## config.mk

```make
export PLATFORM = sky130hd
export DESIGN_NAME = aud_rmm_seq
export DESIGN_NICKNAME = d
export VERILOG_FILES = /design/src/rtl/aud_rmm_seq.sv
export SDC_FILE = /design/constraint.sdc
export NUM_CORES = 1
export LEC_CHECK = 0
export ABC_AREA = 0
export BUFFER_PORTS_ARGS = -buffer_cell sky130_fd_sc_hd__buf_4
export CAP_MARGIN = 15
export CORE_ASPECT_RATIO = 1.4
export CORE_MARGIN = 2
export CORE_UTILIZATION = 46
export CTS_CLUSTER_SIZE = 30
export DETAILED_ROUTE_END_ITERATION = 10
export PLACE_DENSITY = 0.71
export SKIP_LAST_GASP = 1
export SLEW_MARGIN = 40
export SYNTH_ARGS = -nofsm -noshare
export SYNTH_HDL_FRONTEND = slang
export SYNTH_SLANG_ARGS = --single-unit
```

## constraint.sdc

```tcl
create_clock -name clk_sys_i -period 3.32 [get_ports clk_sys_i]
set_clock_uncertainty 0.15 [all_clocks]
set_input_delay 0 -clock clk_sys_i [delete_from_list [all_inputs] [get_ports clk_sys_i]]
set_output_delay 0 -clock clk_sys_i [all_outputs]
set_load 0.01 [all_outputs]
```

## src/rtl/aud_rmm_seq.sv

```systemverilog
// aud_rmm_seq: AUD RAM-monitor read sequencer. It turns one host request (address, word count)
// into CMD/ADDR/WAIT/DATA nibble transactions and streams the returned longwords downstream.
module aud_rmm_seq #(
  parameter int g_len_w   = 16,
  parameter int g_timeout = 1023
) (
  input  logic               clk_sys_i,
  input  logic               rst_n_i,
  input  logic               start_i,
  input  logic               abort_i,
  input  logic [31:0]        addr_i,
  input  logic [g_len_w-1:0] len_i,
  output logic               busy_o,
  output logic               done_o,
  output logic               err_o,
  output logic [1:0]         err_code_o,
  output logic [g_len_w-1:0] words_left_o,
  output logic [3:0]         tx_nib_o,
  output logic               tx_valid_o,
  input  logic               tx_ready_i,
  input  logic [3:0]         rx_nib_i,
  input  logic               rx_valid_i,
  output logic [31:0]        rd_data_o,
  output logic               rd_valid_o,
  input  logic               rd_ready_i
);

  localparam int TMO_W = (g_timeout < 1) ? 1 : $clog2(g_timeout + 1);
  localparam logic [TMO_W-1:0] TMO_RELOAD = TMO_W'(g_timeout);

  localparam logic [3:0] CMD_RD_LW = 4'b1010;
  localparam logic [3:0] STS_BUSY  = 4'b0000;
  localparam logic [3:0] STS_READY = 4'b0001;

  localparam logic [1:0] ERR_OK      = 2'b00;
  localparam logic [1:0] ERR_TARGET  = 2'b01;
  localparam logic [1:0] ERR_TIMEOUT = 2'b10;
  localparam logic [1:0] ERR_ABORT   = 2'b11;

  typedef enum logic [2:0] {
    ST_IDLE,
    ST_CMD,
    ST_ADDR,
    ST_WAIT,
    ST_DATA,
    ST_PUSH,
    ST_DONE
  } state_t;

  state_t             state_q, state_d;
  logic [31:0]        addr_q;
  logic [g_len_w-1:0] words_left_q;
  logic [2:0]         idx_q;
  logic [31:0]        word_q;
  logic [TMO_W-1:0]   tmo_q;
  logic               err_q;
  logic [1:0]         code_q;
  logic               abort_q;

  logic               accept;
  logic               tx_fire;
  logic               rx_take;
  logic               push_fire;
  logic               fin_set;
  logic [1:0]         fin_code;
  logic               abort_now;
  logic               tmo_zero;
  logic               in_tx_q;
  logic               in_tx_d;

  // An abort seen while a nibble is still pending on the TX side is remembered until that nibble goes out.
  assign abort_now = abort_i | abort_q;
  assign tmo_zero  = (tmo_q == '0);
  assign in_tx_q   = (state_q == ST_CMD) || (state_q == ST_ADDR);
  assign in_tx_d   = (state_d == ST_CMD) || (state_d == ST_ADDR);

  assign err_o        = err_q;
  assign err_code_o   = code_q;
  assign words_left_o = words_left_q;
  assign rd_data_o    = word_q;

  always_ff @(posedge clk_sys_i) begin
    if (!rst_n_i) begin
      state_q <= ST_IDLE;
    end else begin
      state_q <= state_d;
    end
  end

  always_comb begin
    state_d    = state_q;
    busy_o     = 1'b0;
    done_o     = 1'b0;
    tx_valid_o = 1'b0;
    tx_nib_o   = 4'h0;
    rd_valid_o = 1'b0;
    accept     = 1'b0;
    tx_fire    = 1'b0;
    rx_take    = 1'b0;
    push_fire  = 1'b0;
    fin_set    = 1'b0;
    fin_code   = ERR_OK;

    case (state_q)
      ST_IDLE: begin
        if (start_i) begin
          accept  = 1'b1;
          state_d = (len_i == '0) ? ST_DONE : ST_CMD;
        end
      end

      ST_CMD: begin
        busy_o     = 1'b1;
        tx_valid_o = 1'b1;
        tx_nib_o   = CMD_RD_LW;
        if (tx_ready_i) begin
          tx_fire = 1'b1;
          if (abort_now) begin
            fin_set  = 1'b1;
            fin_code = ERR_ABORT;
            state_d  = ST_DONE;
          end else begin
            state_d = ST_ADDR;
          end
        end
      end

      // Address goes out most-significant nibble first; idx 0 selects addr[31:28].
      ST_ADDR: begin
        busy_o     = 1'b1;
        tx_valid_o = 1'b1;
        tx_nib_o   = addr_q[{~idx_q, 2'b00} +: 4];
        if (tx_ready_i) begin
          tx_fire = 1'b1;
          if (abort_now) begin
            fin_set  = 1'b1;
            fin_code = ERR_ABORT;
            state_d  = ST_DONE;
          end else if (idx_q == 3'd7) begin
            state_d = ST_WAIT;
          end
        end
      end

      ST_WAIT: begin
        busy_o = 1'b1;
        if (abort_now) begin
          fin_set  = 1'b1;
          fin_code = ERR_ABORT;
          state_d  = ST_DONE;
        end else if (rx_valid_i) begin
          rx_take = 1'b1;
          if (rx_nib_i == STS_READY) begin
            state_d = ST_DATA;
          end else if (rx_nib_i != STS_BUSY) begin
            fin_set  = 1'b1;
            fin_code = ERR_TARGET;
            state_d  = ST_DONE;
          end
        end else if (tmo_zero) begin
          fin_set  = 1'b1;
          fin_code = ERR_TIMEOUT;
          state_d  = ST_DONE;
        end
      end

      ST_DATA: begin
        busy_o = 1'b1;
        if (abort_now) begin
          fin_set  = 1'b1;
          fin_code = ERR_ABORT;
          state_d  = ST_DONE;
        end else if (rx_valid_i) begin
          rx_take = 1'b1;
          if (idx_q == 3'd7) begin
            state_d = ST_PUSH;
          end
        end else if (tmo_zero) begin
          fin_set  = 1'b1;
          fin_code = ERR_TIMEOUT;
          state_d  = ST_DONE;
        end
      end

      // Abort wins over a same-cycle accept so the word is never counted as delivered.
      ST_PUSH: begin
        busy_o     = 1'b1;
        rd_valid_o = 1'b1;
        if (abort_now) begin
          fin_set  = 1'b1;
          fin_code = ERR_ABORT;
          state_d  = ST_DONE;
        end else if (rd_ready_i) begin
          push_fire = 1'b1;
          state_d   = (words_left_q > g_len_w'(1)) ? ST_CMD : ST_DONE;
        end
      end

      ST_DONE: begin
        done_o  = 1'b1;
        state_d = ST_IDLE;
      end

      default: begin
        state_d = ST_IDLE;
      end
    endcase
  end

  always_ff @(posedge clk_sys_i) begin
    if (!rst_n_i) begin
      addr_q       <= '0;
      words_left_q <= '0;
      idx_q        <= '0;
      word_q       <= '0;
      tmo_q        <= '0;
      err_q        <= 1'b0;
      code_q       <= ERR_OK;
      abort_q      <= 1'b0;
    end else begin
      if (accept) begin
        addr_q       <= {addr_i[31:2], 2'b00};
        words_left_q <= len_i;
        idx_q        <= '0;
        word_q       <= '0;
        err_q        <= 1'b0;
        code_q       <= ERR_OK;
      end

      // idx wraps back to 0 after the eighth nibble, ready for the next phase.
      if (tx_fire && (state_q == ST_ADDR)) begin
        idx_q <= idx_q + 3'd1;
      end
      if (rx_take && (state_q == ST_DATA)) begin
        word_q <= {word_q[27:0], rx_nib_i};
        idx_q  <= idx_q + 3'd1;
      end

      if (push_fire) begin
        words_left_q <= words_left_q - g_len_w'(1);
        addr_q       <= addr_q + 32'd4;
      end

      if (fin_set) begin
        code_q <= fin_code;
        err_q  <= 1'b1;
      end

      // Held at reload while sending the address so WAIT starts with a full budget.
      if ((state_q == ST_ADDR) || rx_take) begin
        tmo_q <= TMO_RELOAD;
      end else if (((state_q == ST_WAIT) || (state_q == ST_DATA)) && !tmo_zero) begin
        tmo_q <= tmo_q - TMO_W'(1);
      end

      if (in_tx_q && in_tx_d) begin
        abort_q <= abort_q | abort_i;
      end else begin
        abort_q <= 1'b0;
      end
    end
  end

endmodule

```

# Word level (Yosys, flattened, before mapping)
# Cells that the tools add are included.
word_totals:
  elab_cells: 118
  out_inout_bits: 59
  in_bits: 59
  regBits: 100
op_classes:
  n_eq_ne: 10
  n_shift: 1
  reduce_logical: 22
  n_lt_le_gt_ge: 1
  bitwise: 2
  mux: 69
  addsub: 4
op_table:
  columns: ["op", "n"]
  rows:
  - ["two-way mux 32 bit", 4]
  - ["two-way mux 3 bit", 21]
  - ["adder 32 x 3 -> 32 bit, second input constant", 1]
  - ["two-way mux 16 bit", 2]
  - ["variable part select 32 x 6 -> 4 bit", 1]
  - ["two-way mux 1 bit", 27]
  - ["two-way mux 10 bit", 2]
  - ["two-way mux 2 bit", 9]
  - ["case mux 3 bit (6 select lines)", 1]
  - ["greater-than comparator 16 x 1 -> 1 bit, second input constant", 1]
  - ["logical NOT 16 bit", 1]
  - ["subtractor 16 x 1 -> 16 bit, second input constant", 1]
  - ["equality test 3 bit, second input constant", 4]
  - ["logical NOT 10 bit", 1]
  - ["subtractor 10 x 1 -> 10 bit, second input constant", 1]
  - ["equality test 3 x 2 -> 1 bit, second input constant", 3]
  - ["case mux 2 bit (4 select lines)", 1]
  - ["case mux 4 bit (2 select lines)", 1]
  - ["nonzero test 2 bit", 4]
  - ["equality test 3 x 1 -> 1 bit, second input constant", 2]
  - ["OR reduction 5 bit", 1]
  - ["equality test 4 x 1 -> 1 bit, second input constant", 1]
  - ["logical AND 1 bit", 4]
  - ["logical OR 1 bit", 4]
  - ["10 further kinds", 11]

# Depth between registers and ports, before layout
# Gate-level depths: netlist (run 1).
logic_depth:
  ltp_word: 10
  depth_mapped: 8

# Worst setup path before layout (run 1)
# OpenSTA, ideal clock, no wires.
synth_path:
  path_type: "register to register"
  start: "register addr_q[2]"
  end: "register addr_q[22]"
  slack_ns: 1.246
  t_required_ns: 3.096
  path_buffers: 0
  path_stages_with_launch: 7
  arrival_time_ns: 1.850
  path_cell_list: "dfxtp_1 > ha_1 > nand4_1 > nor4_4 > nand3_1 > or3_1 > a31oi_1"
synth_via:
  elab_chain_cells: 2
synth_lines:
  columns: ["element", "line_no", "text"]
  rows:
  - ["start: declaration", "51", "logic [31:0] addr_q;"]
  - ["start signal: assignment", "222", "addr_q <= {addr_i[31:2], 2'b00};"]
  - ["start signal: assignment", "241", "addr_q <= addr_q + 32'd4;"]
  - ["adder 32 x 3 -> 32 bit", "241", null]
  - ["two-way mux 32 bit", "239", "if (push_fire) begin"]
# No other way between the ends.
# A chain may end at the register's enable or synchronous reset.

# Final worst setup path (run 1)
layout_path:
  start: "register addr_q[2]"
  end: "register addr_q[20]"
# The elaborated chain is that of the path after synthesis.

==> results of run 1 <==
-- layer usage --
layer	global-route usage (%)	share of wire, %	up-vias
met5	0	0	-
li1	-	-	2776
met2	46.6	50	212
met4	14.3	3.8	0
met3	5.62	6.4	48
met1	30.7	40	2760
-- cells by family (layout without fill, tap and decap cells) --
family                     count (synthesis)  after routing  synth area share, %
and+or+nand+nor                          285            285                 29.1
AOI/OAI and AO/OA                        186            186                 22.3
DFF                                       98             98                 37.1
buffers and inverters                     60            215                 4.33
muxes                                     15             15                 4.37
xor gates and xnor gates                   9              9                 1.49
adders and majority gates                  6              6                 1.42
-- Yosys cell counts, types with 6 or more instances --
cell,n
a211oi_1,6
inv_1,12
nor4_1,10
a31oi_1,20
dfxtp_1,98
nor3_1,12
nand2_1,93
nand4_1,14
mux4_2,6
o311ai_0,6
xor2_1,6
and3_1,6
nor2_1,36
a311oi_1,6
a21oi_1,82
or3_1,8
nand3_1,57
o21ai_0,20
clkbuf_1,40
or4_1,7
ha_1,6
o211ai_1,7
-- layout make-up --
class                   count  area (um^2)
clock inverters             6         72.6
well taps                 144          180
clock buffers              10          229
fillers                   977         4120
multi-input cells         501         3120
inverters                  14         52.6
flip-flops and latches     98         1960
repair buffers            185         1550
-- metrics by stage --
stage	hold WS [ps]	util, %	power, mW
6_report	4.22	63.5	4.32
5_1_grt	27.3	63.5	4.57
4_1_cts	3.33	63.4	4.29
3_5_place_dp	111	55.6	3.15
3_3_place_gp	102	55.6	3.11
2_1_floorplan	-14.0	-	2.64
-- worst max-delay path: cells and delay by family, from the launching register on --
family / cells / cell delay, ps
compound gates: 1 / 180
fa+ha+maj: 1 / 310
buf+inv: 1 / 550
flops: 1 / 420
simple gates: 4 / 1300
-- flip-flops by register name, summed over array words and instances (netlist names) --
register and flops:
abort_q 1, err_o 1, addr_q 30, err_code_o 2
state_q 3, tmo_q 10, idx_q 3, words_left_o 16
rd_data_o 32
-- where the power goes --
part	internal (mW)	switching, mW	total [mW]	leakage, nW
combinational	0.699	0.905	1.60	1.68
sequential	1.37	0.261	1.63	0.799
clock	0.595	0.485	1.08	0.144
total	2.66	1.65	4.32	2.62
-- repair_timing --
item                                   CTS  global route
endpoints found under the hold margin   56             0
buffers inserted                         0             0
hold buffers                            58             0
-- path summary, 6_finish.rpt --
| check | start | endpoint | depth (start not counted) |
|---|---|---|---|
| worst max register to register | addr_q[2]$_SDFFE_PN0P_ | addr_q[20]$_SDFFE_PN0P_ | 7 |
| worst max-delay path | addr_q[2]$_SDFFE_PN0P_ | addr_q[20]$_SDFFE_PN0P_ | 7 |
| worst min register to register | rd_data_o[3]$_SDFFE_PN0P_ | rd_data_o[7]$_SDFFE_PN0P_ | 2 |
| worst min-delay path | abort_i | abort_q$_SDFF_PN0_ | 4 |
==> results.md, run 1 <==
* GRT Util Overall at 26.8%
* RePlAce Congestion at 0.943
* Max VDD drop at 0.000315 V
* Max-Slew Margin vs Limit at 46.6%
* Critical Path End Type: flip-flop
* PortBufs at 115
* Commonest non-fill, non-tap cell in the layout: buf_4
* Number of routed nets with antenna violations at 0
* Max Clk Rate at 331 MHz
* Post-DR vias/cell at 6.05
* CP Class: flip-flop to flip-flop
* Area of the mapped netlist at 5290 um^2
* Post-synth cell types at 74
* Vias in the first global route at 5,483
* Dpl cells at 884
* Initial antenna violation count at 0
* First-pass GRT wire length at 26,600 um
* Dpl ws at 833 ps
* WL per Instance at 17.4 um
* Die Ht at 131 um
* PwrDens at 603 nW/um^2
* Hpwl dp at 11,100 um
* WP data arrival at 3100 ps
* DRT Pass-1 Iters at 5
* Number of diodes at 0
* Flop-to-flop setup slack at 300 ps
* Crit path cell chain: ha_1, nand4_1, nor4_4, nand3_1, and3_1, o21a_1, dlygate4sd3_1
* Syn Inst Count at 659
* Max Cap Violations at 0
* CP required at 3400 ps
* Worst setup margin at 301 ps
* I/O pins at 118
* Slowest-stage cell, CP: nor4_4
* Clk sinks at 98
* Commonest cells after routing, fill and taps aside: 126 x buf_4, 98 x dfxtp_1, 93 x nand2_1
* Largest net degree at the start of global routing at 76
* CTS tree: built
* Primary FF master, synth: dfxtp_1
* Number of enable flip-flop cells after synthesis at 0
* Hold Vio Cnt, Final at 0
* Top cells by area, synth: dfxtp_1 37%, a21oi_1 7.8%, nand2_1 6.6%
* # DRC at 0
* CTS clock-pin slew for the worst setup and hold paths at 70 ps
* TritonCTS Buffers at 9
* Routed vias at 5,796
* CP Launch Type: flip-flop
* H-tree levels at 3
* Avg Inst Size Synth at 8.03 um^2
* Worst skew pair latency at 350 ps
* Seq/Total Area, Yosys at 37.1%
* Seq cells post-synth at 98
* Final Critical Period at 3020 ps
* Setup tns final at 0 ps
* Yosys top cell by area: dfxtp_1
* Die area at 12,400 um^2
* Synth-to-layout area growth at 35.3%
* Clock buffer depth at 2
* Final period utilization at 90.9%
* Top-area cell type share of the netlist area at 37.1%
* Placement row count at 46
* Yosys warns at 0
* Starting Density at 46.9%
* Share of layout cells above drive strength 1 at 21.6%
* CTS resizes at 0
* Final count of negative-setup-slack endpoints at 0
* Final instance area at 7160 um^2
* Core area at 11,300 um^2
* Fraction of registers with async set/reset at 0%
* Root buffer cell: clkbuf_16
* Max FO, Critical Path at 8
* Max stage delay on crit path at 580 ps
* Post-Syn Nets at 724
* Drt total wl at 16,600 um
* Die X at 94.6 um
* Status: completed
* Final slew viol count at 0
* Placed cell area at 6270 um^2
* Grt ovf at 0
* DRT iter0 DRCs at 380
* Leak pwr at 2.62 nW
* Nets at 874
* RSZ-0062 raised after global routing: false
* Tightest Pin Transition at 800 ps
* Hold WC Path Type: input port to flip-flop
* Final Non-Filler Cells at 958
(Power assumes the default switching activity.)
==> run 2: changes to the inputs <==
--- a/config.mk
+++ b/config.mk
@@ -9,7 +9,6 @@
 export BUFFER_PORTS_ARGS = -buffer_cell sky130_fd_sc_hd__buf_4
 export CAP_MARGIN = 15
 export CORE_ASPECT_RATIO = 1.4
-export CORE_MARGIN = 2
 export CORE_UTILIZATION = 46
 export CTS_CLUSTER_SIZE = 30
 export DETAILED_ROUTE_END_ITERATION = 10
==> run 2 against run 1 <==
First-iteration DRC count down 17%. Cell area barely moved. Sequential cell count did not move. Non-clock buffer count grew 3. Via count hardly changed. Worst hold slack improved by 8.4 ps. Setup slack got worse by 34 ps. Fmax fell by 1.1%. Utilization hardly changed. Critical path type unchanged. Critical endpoint is now addr_q[11]$_SDFFE_PN0P_. Largest cell class unchanged.
==> results.md, run 2 (synthesized netlist as in run 1, its figures left out) <==
* Worst skew pair latency at 350 ps (about the same)
* Clock buffer depth at 2 (unchanged)
* Root buffer cell: clkbuf_16
* Nets at 877 (+0.34%)
* CP Buf/Inv Count at 2 (+1)
* Tightest Pin Transition at 812 ps (+12.0 ps)
* Max Cap Violations at 0 (unchanged)
* Hold Vio Cnt, Final at 0 (unchanged)
* Largest net degree at the start of global routing at 53 (-30%)
* Starting Density at 46.9% (unchanged)
* Final period utilization at 92.0% (+1.0 points)
* Critical Path End Type: flip-flop
* Die Ht at 129 um (-1.5%)
* Final instance area at 7160 um^2 (about the same)
* DRT Pass-1 Iters at 5 (unchanged)
* Commonest non-fill, non-tap cell in the layout: buf_4
* Grt ovf at 0 (unchanged)
* Max FO, Critical Path at 9 (+1)
* H-tree levels at 3 (unchanged)
* Routed vias at 5,801 (+0.086%)
* RePlAce Congestion at 0.921 (-2.3%)
* Met3 Use GR at 5.85% (+0.23 points)
* Initial antenna violation count at 0 (unchanged)
* TritonCTS Buffers at 9 (unchanged)
* CP required at 3400 ps (about the same)
* Final slew viol count at 0 (unchanged)
* Die X at 92.6 um (-2.1%)
* CTS clock-pin slew for the worst setup and hold paths at 70 ps (about the same)
* Share of layout cells above drive strength 1 at 21.9% (+0.29 points)
* M1 GR Usage at 31.7% (+0.94 points)
* Post-DR vias/cell at 6.04 (-0.23%)
* Postcts setup bufs at 0 (unchanged)
* First-pass GRT wire length at 26,600 um (about the same)
* CTS resizes at 0 (unchanged)
* Setup tns final at 0 ps (unchanged)
* WL per Instance at 17.4 um (+0.41%)
* Clk sinks at 98 (unchanged)
* Status: completed
* PwrDens at 599 nW/um^2 (-0.53%)
* Largest register FFs at 32 (unchanged)
* Final Critical Period at 3050 ps (+34.2 ps)
* RSZ-0062 raised after global routing: false
* Drt total wl at 16,800 um (+0.73%)
* Max-Slew Margin vs Limit at 45.8% (-0.80 points)
* Slowest-stage cell, CP: nor4_1
* Gr busiest metal: met2
* Die area at 11,900 um^2 (-3.6%)
* Core area at 11,300 um^2 (unchanged)
* Vias in the first global route at 5,500 (+0.31%)
* I/O pins at 118 (unchanged)
* WP data arrival at 3140 ps (+40 ps)
* Hpwl dp at 11,400 um (+2.5%)
* PortBufs at 115 (unchanged)
* Number of diodes at 0 (unchanged)
* Final count of negative-setup-slack endpoints at 0 (unchanged)
* Synth-to-layout area growth at 35.4% (about the same)
* Placed cell area at 6280 um^2 (+0.16%)
* Crit path cell chain: nand3b_2, inv_2, nand3_1, nor4_1, a211oi_1, o21a_1, dlygate4sd3_1
* Hold WS at 12.6 ps (+8.40 ps)
* Met2 global-route usage at 48.1% (+1.5 points)
* DRT iter0 DRCs at 314 (-17%)
* Hold WC Path Type: input port to flip-flop
* Max Clk Rate at 328 MHz (-1.1%)
* CP Class: flip-flop to flip-flop
* Max stage delay on crit path at 720 ps (+140 ps)
* CP Launch Type: flip-flop
* Max VDD drop at 0.000319 V (+1.1%)
* CTS tree: built
* Hold_buf cts at 58 (unchanged)
* Commonest cells after routing, fill and taps aside: 130 x buf_4, 98 x dfxtp_1, 93 x nand2_1
* Leak pwr at 2.63 nW (+0.25%)
* Cell family with most CP delay: simple AND/OR/NAND/NOR gates
* Placement row count at 46 (unchanged)
* # DRC at 0 (unchanged)
* Number of routed nets with antenna violations at 0 (unchanged)
* GRT Util Overall at 27.8% (+0.98 points)
## run 2: final timing paths
| path | cells past startpoint | endpoint | start | slack, ps |
|---|---|---|---|---|
| min | 5 | state_q[0]$_SDFF_PN0_ | abort_i | 10 |
| min reg2reg | 2 | rd_data_o[28]$_SDFFE_PN0P_ | rd_data_o[28]$_SDFFE_PN0P_ | 320 |
| max reg2reg | 7 | addr_q[11]$_SDFFE_PN0P_ | state_q[1]$_SDFF_PN0_ | 270 |
| max | 7 | addr_q[11]$_SDFFE_PN0P_ | state_q[1]$_SDFF_PN0_ | 270 |
## run 2: routing by layer
| metal | share of wire, % | wire length [um] | vias to the layer above |
|---|---|---|---|
| met2 | 50 | 8400 | 220 |
| met5 | 0 | 0 | - |
| met4 | 4.0 | 677 | 0 |
| li1 | - | - | 2773 |
| met1 | 40 | 6640 | 2754 |
| met3 | 6.3 | 1060 | 54 |
## run 2: per-stage QoR
stage,utilization [%],setup WS (ps),total power [mW],cells
floorplan,-,1250,2.64,659
global placement,55.7,922,3.11,887
detailed placement,55.7,830,3.16,887
CTS,63.5,336,4.29,961
global route,63.5,171,4.53,961
finish,63.5,267,4.29,961
## run 2: layout make-up
class | count | area, um^2
well taps | 144 | 180
flip-flops and latches | 98 | 1960
multi-input cells | 501 | 3110
inverters | 14 | 52.6
fillers | 982 | 4120
clock buffers | 9 | 225
repair buffers | 188 | 1560
clock inverters | 7 | 76.3
## run 2: worst register-to-register path, stage by stage, from the launching register on
cell	delay, ps
dfxtp_1	380
nand3b_2	310
inv_2	120
nand3_1	310
nor4_1	720
a211oi_1	200
o21a_1	210
dlygate4sd3_1	540
## run 2: power by group
part | internal, mW | switching [mW] | total (mW)
logic | 0.700 | 0.898 | 1.60
registers | 1.37 | 0.266 | 1.64
clock network | 0.589 | 0.470 | 1.06
total | 2.66 | 1.63 | 4.29
